File: config.mk
export PLATFORM = sky130hd
export DESIGN_NAME = ddi_multi_phase_ctrl
export DESIGN_NICKNAME = d
export VERILOG_FILES = /design/src/rtl/ddi_multi_phase_ctrl_pkg.sv /design/src/rtl/ddi_multi_phase_ctrl_dwell_timer.sv /design/src/rtl/ddi_multi_phase_ctrl.sv
export SDC_FILE = /design/constraint.sdc
export NUM_CORES = 1
export LEC_CHECK = 0
export ABC_AREA = 1
export CORE_MARGIN = 2
export CORE_UTILIZATION = 55
export DETAILED_ROUTE_END_ITERATION = 8
export PLACE_DENSITY = 0.82
export REMOVE_ABC_BUFFERS = 1
export SKIP_LAST_GASP = 1
export SYNTH_ARGS = -nofsm -noshare
export SYNTH_HDL_FRONTEND = slang
export SYNTH_SLANG_ARGS = --single-unit
File: constraint.sdc
create_clock -name clk -period 2.5 [get_ports clk]
set_clock_uncertainty 0.05 [all_clocks]
set_input_delay 0.375 -clock clk [delete_from_list [all_inputs] [get_ports clk]]
set_output_delay 0.375 -clock clk [all_outputs]
set_load 0.02 [all_outputs]
File: src/rtl/ddi_multi_phase_ctrl_pkg.sv
// Shared definitions for the DDI multi-phase signal sequencer: state
// encoding and the index-width helper used to size channel ports.
package ddi_multi_phase_ctrl_pkg;

  // Lamp-sequencer states; the numeric codes are visible on the state port.
  typedef enum logic [1:0] {
    ST_ALL_RED = 2'd0,
    ST_GREEN   = 2'd1,
    ST_YELLOW  = 2'd2,
    ST_MAINT   = 2'd3
  } ddi_state_e;

  // Width of an index able to address n items, never less than one bit.
  function automatic int idx_width(input int n);
    if (n <= 1) begin
      return 1;
    end else begin
      return $clog2(n);
    end
  endfunction

endpackage

File: src/rtl/ddi_multi_phase_ctrl_dwell_timer.sv
// Shared dwell timer for the sequencer. A load strobe reloads the count
// (DUR-1); each tick decrements it; expiry is a tick seen while the count
// is already zero, so a load value of zero expires on the first tick.
module ddi_dwell_timer #(
  parameter int CNT_W   = 8,
  parameter int RST_VAL = 0
) (
  input  logic             clk,
  input  logic             rst,
  input  logic             tick,
  input  logic             load,
  input  logic [CNT_W-1:0] load_val,
  output logic             expired
);

  logic [CNT_W-1:0] timer_r;

  // Expiry is qualified by tick so nothing happens on non-tick cycles.
  assign expired = tick & (timer_r == {CNT_W{1'b0}});

  // Count register: load wins, otherwise step down on ticks, hold at zero.
  always_ff @(posedge clk) begin
    if (rst) begin
      timer_r <= CNT_W'(RST_VAL);
    end else if (load) begin
      timer_r <= load_val;
    end else if (tick && (timer_r != {CNT_W{1'b0}})) begin
      timer_r <= timer_r - {{(CNT_W-1){1'b0}}, 1'b1};
    end else begin
      timer_r <= timer_r;
    end
  end

endmodule

File: src/rtl/ddi_multi_phase_ctrl.sv
// DDI multi-phase signal sequencer. Serves NUM_PHASES normal phases
// round-robin and NUM_PRIO priority channels through GREEN -> YELLOW ->
// ALL_RED, with internally timed dwells and a flashing-red maintenance mode.
// Channel indices: 0..NUM_PHASES-1 are phases, then the priority channels.
module ddi_multi_phase_ctrl
  import ddi_multi_phase_ctrl_pkg::*;
#(
  parameter int  NUM_PHASES   = 2,
  parameter int  NUM_PRIO     = 2,
  parameter int  CNT_W        = 8,
  parameter int  GREEN_TICKS  = 30,
  parameter int  PRIO_TICKS   = 15,
  parameter int  YELLOW_TICKS = 4,
  parameter int  ALLRED_TICKS = 2,
  parameter int  FLASH_TICKS  = 1,
  localparam int NCH          = NUM_PHASES + NUM_PRIO,
  localparam int IDX_W        = idx_width(NCH)
) (
  input  logic                clk,
  input  logic                rst,
  input  logic                tick,
  input  logic [NUM_PRIO-1:0] prio_req,
  input  logic                maintenance,
  output logic [1:0]          state,
  output logic [IDX_W-1:0]    active_idx,
  output logic [NCH-1:0]      green_mask,
  output logic [NCH-1:0]      yellow_mask,
  output logic                flash_red,
  output logic [NUM_PRIO-1:0] prio_ack,
  output logic                cycle_done
);

  localparam int PTR_W = idx_width(NUM_PHASES);
  localparam int SEL_W = idx_width(NUM_PRIO);

  // Timer reload values are DUR-1 so a dwell of N ticks spans N tick edges.
  localparam logic [CNT_W-1:0] GREEN_LOAD  = CNT_W'(GREEN_TICKS - 1);
  localparam logic [CNT_W-1:0] PRIO_LOAD   = CNT_W'(PRIO_TICKS - 1);
  localparam logic [CNT_W-1:0] YELLOW_LOAD = CNT_W'(YELLOW_TICKS - 1);
  localparam logic [CNT_W-1:0] ALLRED_LOAD = CNT_W'(ALLRED_TICKS - 1);
  localparam logic [CNT_W-1:0] FLASH_LOAD  = CNT_W'(FLASH_TICKS - 1);

  localparam logic [IDX_W-1:0] FIRST_PRIO_IDX = IDX_W'(NUM_PHASES);
  localparam logic [PTR_W-1:0] LAST_PHASE     = PTR_W'(NUM_PHASES - 1);

  // Registered state and outputs.
  ddi_state_e          state_r;
  logic [IDX_W-1:0]    active_idx_r;
  logic [PTR_W-1:0]    phase_ptr_r;
  logic [NUM_PRIO-1:0] pending_r;
  logic [NCH-1:0]      green_mask_r;
  logic [NCH-1:0]      yellow_mask_r;
  logic                flash_red_r;
  logic [NUM_PRIO-1:0] prio_ack_r;
  logic                cycle_done_r;

  // Next-state values.
  ddi_state_e          state_s;
  logic [IDX_W-1:0]    active_idx_s;
  logic [PTR_W-1:0]    phase_ptr_s;
  logic [NUM_PRIO-1:0] pending_s;
  logic [NCH-1:0]      green_mask_s;
  logic [NCH-1:0]      yellow_mask_s;
  logic                flash_red_s;
  logic [NUM_PRIO-1:0] prio_ack_s;
  logic                cycle_done_s;

  // Priority selection and timer control.
  logic [SEL_W-1:0]    prio_sel_s;
  logic [NUM_PRIO-1:0] grant_s;
  logic                load_s;
  logic [CNT_W-1:0]    load_val_s;
  logic                expired_s;
  logic [NCH-1:0]      active_onehot_s;

  // Lowest-numbered set bit wins, so channel 0 has the highest priority.
  function automatic logic [SEL_W-1:0] lowest_set(input logic [NUM_PRIO-1:0] v);
    logic [SEL_W-1:0] sel;
    sel = {SEL_W{1'b0}};
    for (int k = NUM_PRIO - 1; k >= 0; k--) begin
      if (v[k]) begin
        sel = SEL_W'(k);
      end
    end
    return sel;
  endfunction

  // One timer serves every state; it is reloaded on each state entry.
  ddi_dwell_timer #(
    .CNT_W   (CNT_W),
    .RST_VAL (ALLRED_TICKS - 1)
  ) u_dwell_timer (
    .clk      (clk),
    .rst      (rst),
    .tick     (tick),
    .load     (load_s),
    .load_val (load_val_s),
    .expired  (expired_s)
  );

  // Priority encoder over the sticky pending requests.
  always_comb begin
    prio_sel_s = lowest_set(pending_r);
  end

  // Next-state, timer reload and pulse generation; maintenance overrides all.
  always_comb begin
    state_s      = state_r;
    active_idx_s = active_idx_r;
    phase_ptr_s  = phase_ptr_r;
    flash_red_s  = 1'b0;
    prio_ack_s   = {NUM_PRIO{1'b0}};
    cycle_done_s = 1'b0;
    grant_s      = {NUM_PRIO{1'b0}};
    load_s       = 1'b0;
    load_val_s   = ALLRED_LOAD;

    if (maintenance) begin
      state_s = ST_MAINT;
      if (state_r != ST_MAINT) begin
        load_s      = 1'b1;
        load_val_s  = FLASH_LOAD;
        flash_red_s = 1'b1;
      end else if (expired_s) begin
        load_s      = 1'b1;
        load_val_s  = FLASH_LOAD;
        flash_red_s = ~flash_red_r;
      end else begin
        flash_red_s = flash_red_r;
      end
    end else begin
      case (state_r)
        ST_ALL_RED: begin
          if (expired_s) begin
            state_s = ST_GREEN;
            load_s  = 1'b1;
            if (pending_r != {NUM_PRIO{1'b0}}) begin
              active_idx_s = FIRST_PRIO_IDX + IDX_W'(prio_sel_s);
              load_val_s   = PRIO_LOAD;
              grant_s      = NUM_PRIO'(1'b1) << prio_sel_s;
              prio_ack_s   = NUM_PRIO'(1'b1) << prio_sel_s;
            end else begin
              active_idx_s = IDX_W'(phase_ptr_r);
              load_val_s   = GREEN_LOAD;
            end
          end else begin
            state_s = ST_ALL_RED;
          end
        end
        ST_GREEN: begin
          if (expired_s) begin
            state_s    = ST_YELLOW;
            load_s     = 1'b1;
            load_val_s = YELLOW_LOAD;
          end else begin
            state_s = ST_GREEN;
          end
        end
        ST_YELLOW: begin
          if (expired_s) begin
            state_s    = ST_ALL_RED;
            load_s     = 1'b1;
            load_val_s = ALLRED_LOAD;
            // Only a normal phase advances the round-robin pointer.
            if (active_idx_r < FIRST_PRIO_IDX) begin
              if (phase_ptr_r == LAST_PHASE) begin
                phase_ptr_s  = {PTR_W{1'b0}};
                cycle_done_s = 1'b1;
              end else begin
                phase_ptr_s = phase_ptr_r + PTR_W'(1'b1);
              end
            end else begin
              phase_ptr_s = phase_ptr_r;
            end
          end else begin
            state_s = ST_YELLOW;
          end
        end
        ST_MAINT: begin
          // Leaving maintenance always goes through a full clearance.
          state_s    = ST_ALL_RED;
          load_s     = 1'b1;
          load_val_s = ALLRED_LOAD;
        end
        default: begin
          state_s      = ST_ALL_RED;
          active_idx_s = {IDX_W{1'b0}};
          load_s       = 1'b1;
          load_val_s   = ALLRED_LOAD;
        end
      endcase
    end
  end

  // Sticky requests: a grant clears its bit unless re-requested that cycle.
  always_comb begin
    pending_s = (pending_r & ~grant_s) | prio_req;
  end

  // Lamp masks follow the next state so they stay aligned with state.
  always_comb begin
    active_onehot_s = NCH'(1'b1) << active_idx_s;
    green_mask_s    = (state_s == ST_GREEN)  ? active_onehot_s : {NCH{1'b0}};
    yellow_mask_s   = (state_s == ST_YELLOW) ? active_onehot_s : {NCH{1'b0}};
  end

  // State and output registers with synchronous reset.
  always_ff @(posedge clk) begin
    if (rst) begin
      state_r       <= ST_ALL_RED;
      active_idx_r  <= {IDX_W{1'b0}};
      phase_ptr_r   <= {PTR_W{1'b0}};
      pending_r     <= {NUM_PRIO{1'b0}};
      green_mask_r  <= {NCH{1'b0}};
      yellow_mask_r <= {NCH{1'b0}};
      flash_red_r   <= 1'b0;
      prio_ack_r    <= {NUM_PRIO{1'b0}};
      cycle_done_r  <= 1'b0;
    end else begin
      state_r       <= state_s;
      active_idx_r  <= active_idx_s;
      phase_ptr_r   <= phase_ptr_s;
      pending_r     <= pending_s;
      green_mask_r  <= green_mask_s;
      yellow_mask_r <= yellow_mask_s;
      flash_red_r   <= flash_red_s;
      prio_ack_r    <= prio_ack_s;
      cycle_done_r  <= cycle_done_s;
    end
  end

  assign state       = state_r;
  assign active_idx  = active_idx_r;
  assign green_mask  = green_mask_r;
  assign yellow_mask = yellow_mask_r;
  assign flash_red   = flash_red_r;
  assign prio_ack    = prio_ack_r;
  assign cycle_done  = cycle_done_r;

endmodule

* Word-level counts from Yosys, hierarchy flattened
Index checks and enable logic that the tools add are counted.
** Operators by class
- Equality and inequality tests :: 6
- Mux-type cells :: 32
- Shift-type cells :: 2
- $lt $le $gt $ge :: 1
- Bitwise operators :: 11
- Add/subtract/negate cells :: 3
- Reductions and logical operators :: 14
** Operators by type and width (number)
- $mux W2 :: 12
- $mux W8 :: 3
- $pmux W8 S3 :: 1
- $mux W1 :: 12
- $mux W5 :: 2
- $logic_not A8 Y1 :: 1
- $pmux W2 S4 :: 1
- $reduce_bool A8 Y1 :: 1
- $reduce_or A2 Y1 :: 4
- $sub A8 B1 Y8 const B :: 1
- $not A1 Y1 :: 7
- $eq A2 B2 Y1 const B :: 3
- $reduce_bool A2 Y1 :: 3
- $reduce_or A5 Y1 :: 1
- $eq A2 B1 Y1 const B :: 2
- $reduce_and A4 Y1 :: 1
- $shl A1 B2 Y4 const A :: 1
- $reduce_or A3 Y1 :: 1
- $add A2 B1 Y2 const A :: 1
- $and A2 B2 Y2 :: 1
- $logic_not A2 Y1 :: 1
- $lt A2 B2 Y1 const B :: 1
- $ne A2 B2 Y1 const B :: 1
- $not A2 Y2 :: 1
- 6 further kinds :: 6
** Storage, ports and cells
- Input bits :: 6
- Logic and storage cells :: 79
- Output and inout port bits :: 16
- Register bits after elaboration :: 27

* Longest topological paths before layout
Gate-level depths: netlist of run 1.
- Depth in word-level cells :: 10
- Depth in mapped cells :: 12
- Depth with buffers taken out :: 12

* Modules after synthesis
From an unflattened synthesis of run 1, not the netlist that was laid out.
** Second synthesis, totals
- Cells, all modules :: 206
- Area total of the unflattened synthesis :: 1390.1 µm²
** By module, submodules not included
- ddi_multi_phase_ctrl :: instances 1, cells an instance 104, seq. area each 380.4 µm², area an instance 787.0 µm²
- ddi_dwell_timer :: instances 1, cells an instance 102, seq. area each 160.2 µm², area an instance 603.1 µm²

* Worst setup path after synthesis of run 1
No wires, ideal clock.
- Path type :: register -> register
- Start :: register state_r[0], in the netlist state[0]
- End :: register u_dwell_timer.timer_r[3]
- Cell stages (with the launch flop) :: 9
- Arrival time :: 1.257 ns
- Setup time :: 0.117 ns
- Data required time :: 2.333 ns
- Path slack :: 1.076 ns
- Period minus slack after synthesis :: 1.424 ns
- Buffers on the path :: 1
- Path through :: dfxtp_1 > nand2_1 > nand2_1 > nand2_2 > nor2_4 > inv_2 > buf_6 > o21ai_0 > nor2_1
** On the way
- Word-level cells in the longest chain between the ends :: 5
- Elaborated cells between the ends (all ways) :: 14
- Those cells by class :: eq/ne (4); mux (6); reduce/logical (4)
** RTL lines
- start: declaration :: line ddi_multi_phase_ctrl.sv:47 : ddi_state_e state_r;
- start signal: assignment :: line ddi_multi_phase_ctrl.sv:220 : state_r <= state_s;
- $eq A2 B2 Y1 (tied with other cells) :: line ddi_multi_phase_ctrl.sv:132 : case (state_r)
- $reduce_or A3 Y1 (no source line) or $reduce_or A2 Y1 (tied branches)
- $pmux W1 S2 or $pmux W8 S3 (tied branches) :: line ddi_multi_phase_ctrl.sv:132
- $mux W1 or $mux W8 (tied branches) :: line ddi_multi_phase_ctrl.sv:118 : if (maintenance) begin
- $mux W8 or $reduce_bool A2 Y1 (tied branches)
- end signal: assignment :: line ddi_multi_phase_ctrl_dwell_timer.sv:24 : timer_r <= CNT_W'(RST_VAL);
- end signal: assignment :: line ddi_multi_phase_ctrl_dwell_timer.sv:26 : timer_r <= load_val;
- end signal: assignment :: line ddi_multi_phase_ctrl_dwell_timer.sv:28 : timer_r <= timer_r - {{(CNT_W-1){1'b0}}, 1'b1};
- end: declaration :: line ddi_multi_phase_ctrl_dwell_timer.sv:16 : logic [CNT_W-1:0] timer_r;
Parallel ways exist; a longest one is shown, timed or not. The select of a mux whose other input is x is not followed.
A chain may end at the register's enable or synchronous reset.

* Worst setup path in the final report of run 1
- Start :: register state_r[0], in the netlist state[0]
- End :: output state[0]
** RTL lines
- end: declaration :: line ddi_multi_phase_ctrl.sv:24 : output logic [1:0] state,
No word-level cell between the ends.

==> summary.md, run 1 <==
| Metric | Value |
|---|---|
| Status | finished, final reports clean |
| WP data required | 2080 ps |
| Post-synthesis sequential area ratio | 41.62% |
| Total of max-cap violations | 0 |
| Row cnt | 17 |
| Fin util | 70.48% |
| Gate power share | 23.9% |
| Crit start category | flip-flop |
| CP Buf/Inv Count | 1 |
| Largest net degree at the start of global routing | 17 |
| Largest area contributor in the netlist | dfxtp_1 |
| Asr flop ratio synth | 0% |
| Wire length per cell | 11.63 um |
| Cell family with most CP delay | buffers and inverters |
| CP max stage delay | 670 ps |
| VDD IR max | 452.7 uV |
| Total negative slack | 0 ps |
| Top-count cell post-synth | nand2_1 |
| DIE HEIGHT | 52.60 um |
| Layout area overhead | 20.04% |
| Clock Sinks | 27 |
| Initial drt markers | 32 |
| Mapped Area | 1299 um^2 |
| GR Util All Layers | 23.26% |
| Synth warn | 0 |
| Final count of hold timing violations | 0 |
| # H-tree levels | 1 |
| Post-CTS Setup Inserts | 0 |
| Sw power | 284.3 uW |
| Clk slew on worst S/H paths | 150 ps |
| CP max stage cell | clkdlybuf4s50_1 |
| Pre-CTS setup slack | 518.1 ps |
| Vias after detailed routing | 1,230 |
| First-pass GRT wire length | 4809 um |
| DIE AREA | 2766 um^2 |
| Worst Path Arrival | 1520 ps |
| Number of fill cells | 187 |
| Routed wire length | 2803 um |
| #FFs+latches synth | 27 |
| Int Power | 589.1 uW |
| Clock share of power | 22.0% |
| Core area | 2212 um^2 |
| DP HPWL | 2198 um |
| Layout cells sized above 1 | 7.512% |
| Final Net Count | 222 |
| CTS tree | yes |
| Antenna-violating nets left | 0 |
| Worst hold path class | reg -> reg |
| Fin crit share | 77.62% |
| Hold buffers post-CTS | 0 |
| Switching Fraction | 32.55% |
| WS Path Type | reg -> out |
| Post-CTS Resized | 0 |
| Maximum fanout along the worst path | 8 |
| Synth cell count leaders | 50 x nand2_1, 32 x nor2_1, 27 x dfxtp_1 |
| Initial core utilization | 58.71% |
| Final slew viol count | 0 |
| Fin crit period | 1940 ps |
| Final setup violation count | 0 |
| Yosys top cell area share | 41.62% |
| Mapped Cells | 190 |
| Number of port buffers | 21 |
| Top FF cell, synth | dfxtp_1 |
| Yosys cell types | 23 |
| Global route overflow | 0 |
| Final routed DRC violation total | 0 |
| Slew Limit Headroom | 67.56% |
| Worst Tran Pin Value | 484.8 ps |
| Synth Area per Inst | 6.836 um^2 |
| CTS buffer count | 3 |
| I/O pins | 22 |
| Die X | 52.60 um |
| PnR worst setup slack | 559.5 ps |
| Vias in the first global route | 1,106 |
| Bufs on Longest Clock Path | 2 |
| Gpl congestion | 0.9036 |
| Reg power frac | 54.2% |
| Root Buffer | clkbuf_4 |
| Vias per cell | 5.104 |
| Max Clk Rate | 0.5153 GHz |
| Unrepaired setup endpoints after global routing | no |
| First drt pass iteration count | 4 |
| # diodes | 0 |
| Leakage Power | 0.0007260 uW |
| Number of synthesized flops with an enable pin | 0 |
| Worst Setup End Kind | primary output |
| Clock Latency Late Sink | 320 ps |
| Worst path cell trace | clkdlybuf4s50_1 |
| Antenna violations before repair | 0 |
| Area contributors post-synth | dfxtp_1 42%, nand2_1 14%, nor2_1 9.2% |
| Power density over cell area | 560.2 nW/um^2 |
-- flip-flops by register name, indices dropped and copies added (netlist names), 2 cells and up --
| register | flops |
|---|---|
| active_idx | 2 |
| green_mask | 4 |
| pending_r | 2 |
| state | 2 |
| u_dwell_timer.timer_r | 8 |
| yellow_mask | 4 |
| prio_ack | 2 |
-- power by group through the flow --
stage	combinational (uW)	sequential [uW]	clock (uW)
2_1_floorplan	142	486	0
3_3_place_gp	200	480	0
3_5_place_dp	207	482	0
4_1_cts	208	473	201
5_1_grt	238	476	216
6_report	208	473	192
-- cells in the final DEF, fill, tap and decap left out, types with 2 or more instances in the layout --
cell and n:
nand2_2 4, o21ai_0 6, nor2_2 2, nor3_1 4, inv_2 3, inv_1 25, clkdlybuf4s50_1 21, clkbuf_4 3
a21oi_1 12, xor2_1 2, nor2_1 32, nand4_1 4, dfxtp_1 27, nand3_1 8, ha_1 2, nand2_1 50
-- worst paths after layout --
path / from / endpoint / slack (ps) / depth (start not counted)
setup / recovery: state[0] / state[0] / 560 / 1
hold / removal: phase_ptr_r / phase_ptr_r / 430 / 2
setup reg to reg: u_dwell_timer.timer_r[0] / yellow_mask[2] / 840 / 10
hold reg to reg: phase_ptr_r / phase_ptr_r / 430 / 2
-- layout make-up --
type / count / area, um^2 / share of cell area [%]
well taps: 28 / 35.03 / 2.247
flip-flops and latches: 27 / 540.5 / 34.67
repair buffers: 21 / 210.2 / 13.48
clock buffers: 3 / 22.52 / 1.445
inverters: 29 / 108.9 / 6.982
clock inverters: 1 / 7.507 / 0.4815
multi-input cells: 132 / 634.4 / 40.69
-- cells by family (layout without fill, tap and decap cells) --
logic type      after synthesis  count (layout)  share of synthesized area (%)
compound gates               20              20                          8.189
xor+xnor                      2               2                          1.349
fa+ha+maj                     2               2                          1.926
buf+inv                      31              54                          9.537
flops                        27              27                          41.62
simple gates                108             108                          37.38
-- worst reg2reg max path, stage by stage, from the launching register on --
cell	delay, ps
dfxtp_1	350
inv_1	110
ha_1	170
nand2_1	60
nor2_1	100
nand2_1	140
nand2_1	120
nand2_1	60
nor2_1	170
nand3_1	160
nor2_1	130
-- routing by layer --
| metal | GRT usage (%) | routed length, um |
|---|---|---|
| met2 | 37.50 | 1301 |
| met1 | 32.62 | 1329 |
| met3 | 3.429 | 154 |
| met5 | 0 | 0 |
| met4 | 5.556 | 17 |
-- through the flow --
| stage | cells | instance area [um^2] | power, uW | hold WS (ps) |
|---|---|---|---|---|
| detailed placement | 237 | 1529 | 689.0 | 407.5 |
| global route | 241 | 1559 | 929.4 | 442.2 |
| CTS | 241 | 1559 | 882.0 | 428.1 |
| global placement | 237 | 1529 | 680.9 | 395.7 |
| floorplan | 188 | 1284 | 628.1 | 383.3 |
| finish | 241 | 1559 | 873.4 | 425.4 |
(Power assumes the default switching activity.)
==> run 2: changes to the inputs <==
Settings changed: CORE_UTILIZATION 55 to 51, PLACE_DENSITY 0.82 to 0.77.
Clock period 2.5 ns to 1.9 ns, I/O delays scaled along.
==> summary.md, run 2 (synthesized netlist as in run 1, its figures left out) <==
| Metric | Value |
|---|---|
| Status | finished, final reports clean |
| Hold Crit Start | phase_ptr_r |
| DIE AREA | 2966 um^2 (+7.2%) |
| WP data required | 1560 ps (-520 ps) |
| Worst Path Arrival | 1440 ps (-80 ps) |
| DIE HEIGHT | 54.47 um (+3.6%) |
| Max Clk Rate | 0.5619 GHz |
| Gpl congestion | 0.9006 (-0.33%) |
| Worst hold path class | reg -> reg |
| Max reg flops | 8 (unchanged) |
| CTS buffer count | 3 (unchanged) |
| Maximum fanout along the worst path | 6 (-2) |
| I/O pins | 22 (unchanged) |
| Fin crit share | 93.66% |
| Wire length per cell | 11.06 um (-4.9%) |
| Crit path from | state[1] |
| Fin crit period | 1780 ps |
| Antenna violations before repair | 0 (unchanged) |
| PnR worst setup slack | 120.5 ps (-439.1 ps) |
| Gate power share | 24.1% (+0.2 points) |
| Layout cells sized above 1 | 9.259% (+1.7 points) |
| Most frequent cells in the layout | 50 x nand2_1, 32 x nor2_1, 26 x dfxtp_1, 25 x inv_1, 21 x clkdlybuf4s50_1 |
| Metal2 WL | 1375 um (+5.7%) |
| Final Net Count | 225 (+1.4%) |
| Final slew viol count | 0 (unchanged) |
| Reg power frac | 54.1% (about the same) |
| Die X | 54.47 um (+3.6%) |
| Bufs on Longest Clock Path | 2 (unchanged) |
| DP HPWL | 2161 um (-1.7%) |
| Leakage Power | 0.0007444 uW (+2.5%) |
| Pre-CTS setup slack | 72.94 ps (-445.1 ps) |
| Clock Latency Late Sink | 330 ps (about the same) |
| Largest Register | u_dwell_timer.timer_r |
| Slew Limit Headroom | 69.14% (+1.6 points) |
| Cell family with most CP delay | buffers and inverters |
| Final setup violation count | 0 (unchanged) |
| GR Util All Layers | 21.99% (-1.3 points) |
| WL met1 | 1189 um (-11%) |
| Global route overflow | 0 (unchanged) |
| Number of fill cells | 243 (+30%) |
| Post-CTS Resized | 0 (unchanged) |
| Routed wire length | 2721 um (-2.9%) |
| Number of port buffers | 21 (unchanged) |
| Clk slew on worst S/H paths | 150 ps (about the same) |
| Vias per cell | 5.053 (-1.0%) |
| Total of max-cap violations | 0 (unchanged) |
| VDD IR max | 437.1 uV (-3.4%) |
| Int Power | 778.2 uW (+32%) |
| Switching Fraction | 32.19% (-0.36 points) |
| Hold buffers post-CTS | 0 (unchanged) |
| Crit start category | flip-flop |
| Unrepaired setup endpoints after global routing | no |
| Final routed DRC violation total | 0 (unchanged) |
| Power density over cell area | 725.0 nW/um^2 (+29%) |
| Antenna-violating nets left | 0 (unchanged) |
| Initial core utilization | 52.91% (-5.8 points) |
| # H-tree levels | 1 (unchanged) |
| Post-CTS Setup Inserts | 0 (unchanged) |
| Worst Tran Pin Value | 461.2 ps (-23.58 ps) |
| Largest net degree at the start of global routing | 16 (-1) |
| Worst Setup End Kind | primary output |
| CP max stage cell | clkdlybuf4s50_1 |
| Initial drt markers | 24 (-25%) |
| Vias after detailed routing | 1,243 (+1.1%) |
| Clock share of power | 21.7% (-0.3 points) |
| CP max stage delay | 640 ps (-30 ps) |
| Highest metal used | met4 |
| Clock Sinks | 27 (unchanged) |
| Commonest non-fill, non-tap cell in the layout | nand2_1 |
| Worst r2r src | u_dwell_timer.timer_r[0] |
| Final count of hold timing violations | 0 (unchanged) |
| Total negative slack | 0 ps (unchanged) |
| Row cnt | 18 (+1) |
| CTS tree | yes |
| First drt pass iteration count | 4 (unchanged) |
| Core area | 2455 um^2 (+11%) |
| Sw power | 369.4 uW (+30%) |
| Vias in the first global route | 1,137 (+2.8%) |
| WS Path Type | reg -> out |
| DR WL met3 | 105 um (-32%) |
| Root Buffer | clkbuf_4 |
| CP Buf/Inv Count | 1 (unchanged) |
| First-pass GRT wire length | 4629 um (-3.7%) |
| Worst path cell trace | clkdlybuf4s50_1 |
| Hold slack | 430.8 ps (+5.322 ps) |
| Layout area overhead | 21.87% |
| # diodes | 0 (unchanged) |
## run 2: cell types whose count changed in the layout (fill, tap and decap cells not counted)
cell,change
clkinv_2,+1
buf_4,+3
dfxtp_2,+1
dfxtp_1,-1
clkinvlp_4,-1
## run 2: cell type report
class / count / area [um^2] / area share (%)
Multi-Input combinational cell: 132 / 634.4 / 40.08
Sequential cell: 27 / 541.8 / 34.23
Inverter: 29 / 108.9 / 6.877
Timing Repair Buffer: 24 / 232.7 / 14.70
Tap cell: 30 / 37.54 / 2.372
Clock inverter: 1 / 5.005 / 0.3162
Clock buffer: 3 / 22.52 / 1.423
## run 2: power by group through the flow
| stage | Clock [uW] | Sequential (uW) | Combinational, uW |
|---|---|---|---|
| floorplan | 0 | 640 | 186 |
| global placement | 0 | 632 | 272 |
| detailed placement | 0 | 633 | 278 |
| CTS | 264 | 621 | 278 |
| global route | 280 | 625 | 315 |
| finish | 249 | 621 | 277 |
## run 2: path summary, 6_finish.rpt
kind / slack, ps / endpoint / cells after the start
setup reg to reg: 230 / green_mask[2] / 12
hold / removal: 430 / phase_ptr_r / 2
setup / recovery: 120 / state[1] / 1
hold reg to reg: 430 / phase_ptr_r / 2
## run 2: metrics by stage
| stage | power [uW] | util (%) | area [um^2] | instances |
|---|---|---|---|---|
| 2_1_floorplan | 826.4 | - | 1284 | 188 |
| 3_3_place_gp | 904.8 | 63.30 | 1554 | 242 |
| 3_5_place_dp | 910.4 | 63.30 | 1554 | 242 |
| 4_1_cts | 1163 | 64.42 | 1582 | 246 |
| 5_1_grt | 1220 | 64.48 | 1583 | 246 |
| 6_report | 1148 | 64.48 | 1583 | 246 |
## run 2: worst register-to-register path, stage by stage (launching register included)
cell and delay, ps:
dfxtp_1 340, inv_1 120, ha_1 170, nand2_1 60, inv_1 70, nand2_2 80, nor2_8 170, nand3_4 140
nand2_1 110, nand2_2 100, inv_2 80, nand2_1 70, nor2_1 80
## run 2: routing by layer
layer,vias up,global-route usage (%)
met5,-,0
met4,0,10.00
met3,4,3.279
met2,29,40.16
met1,563,24.92
li1,647,-
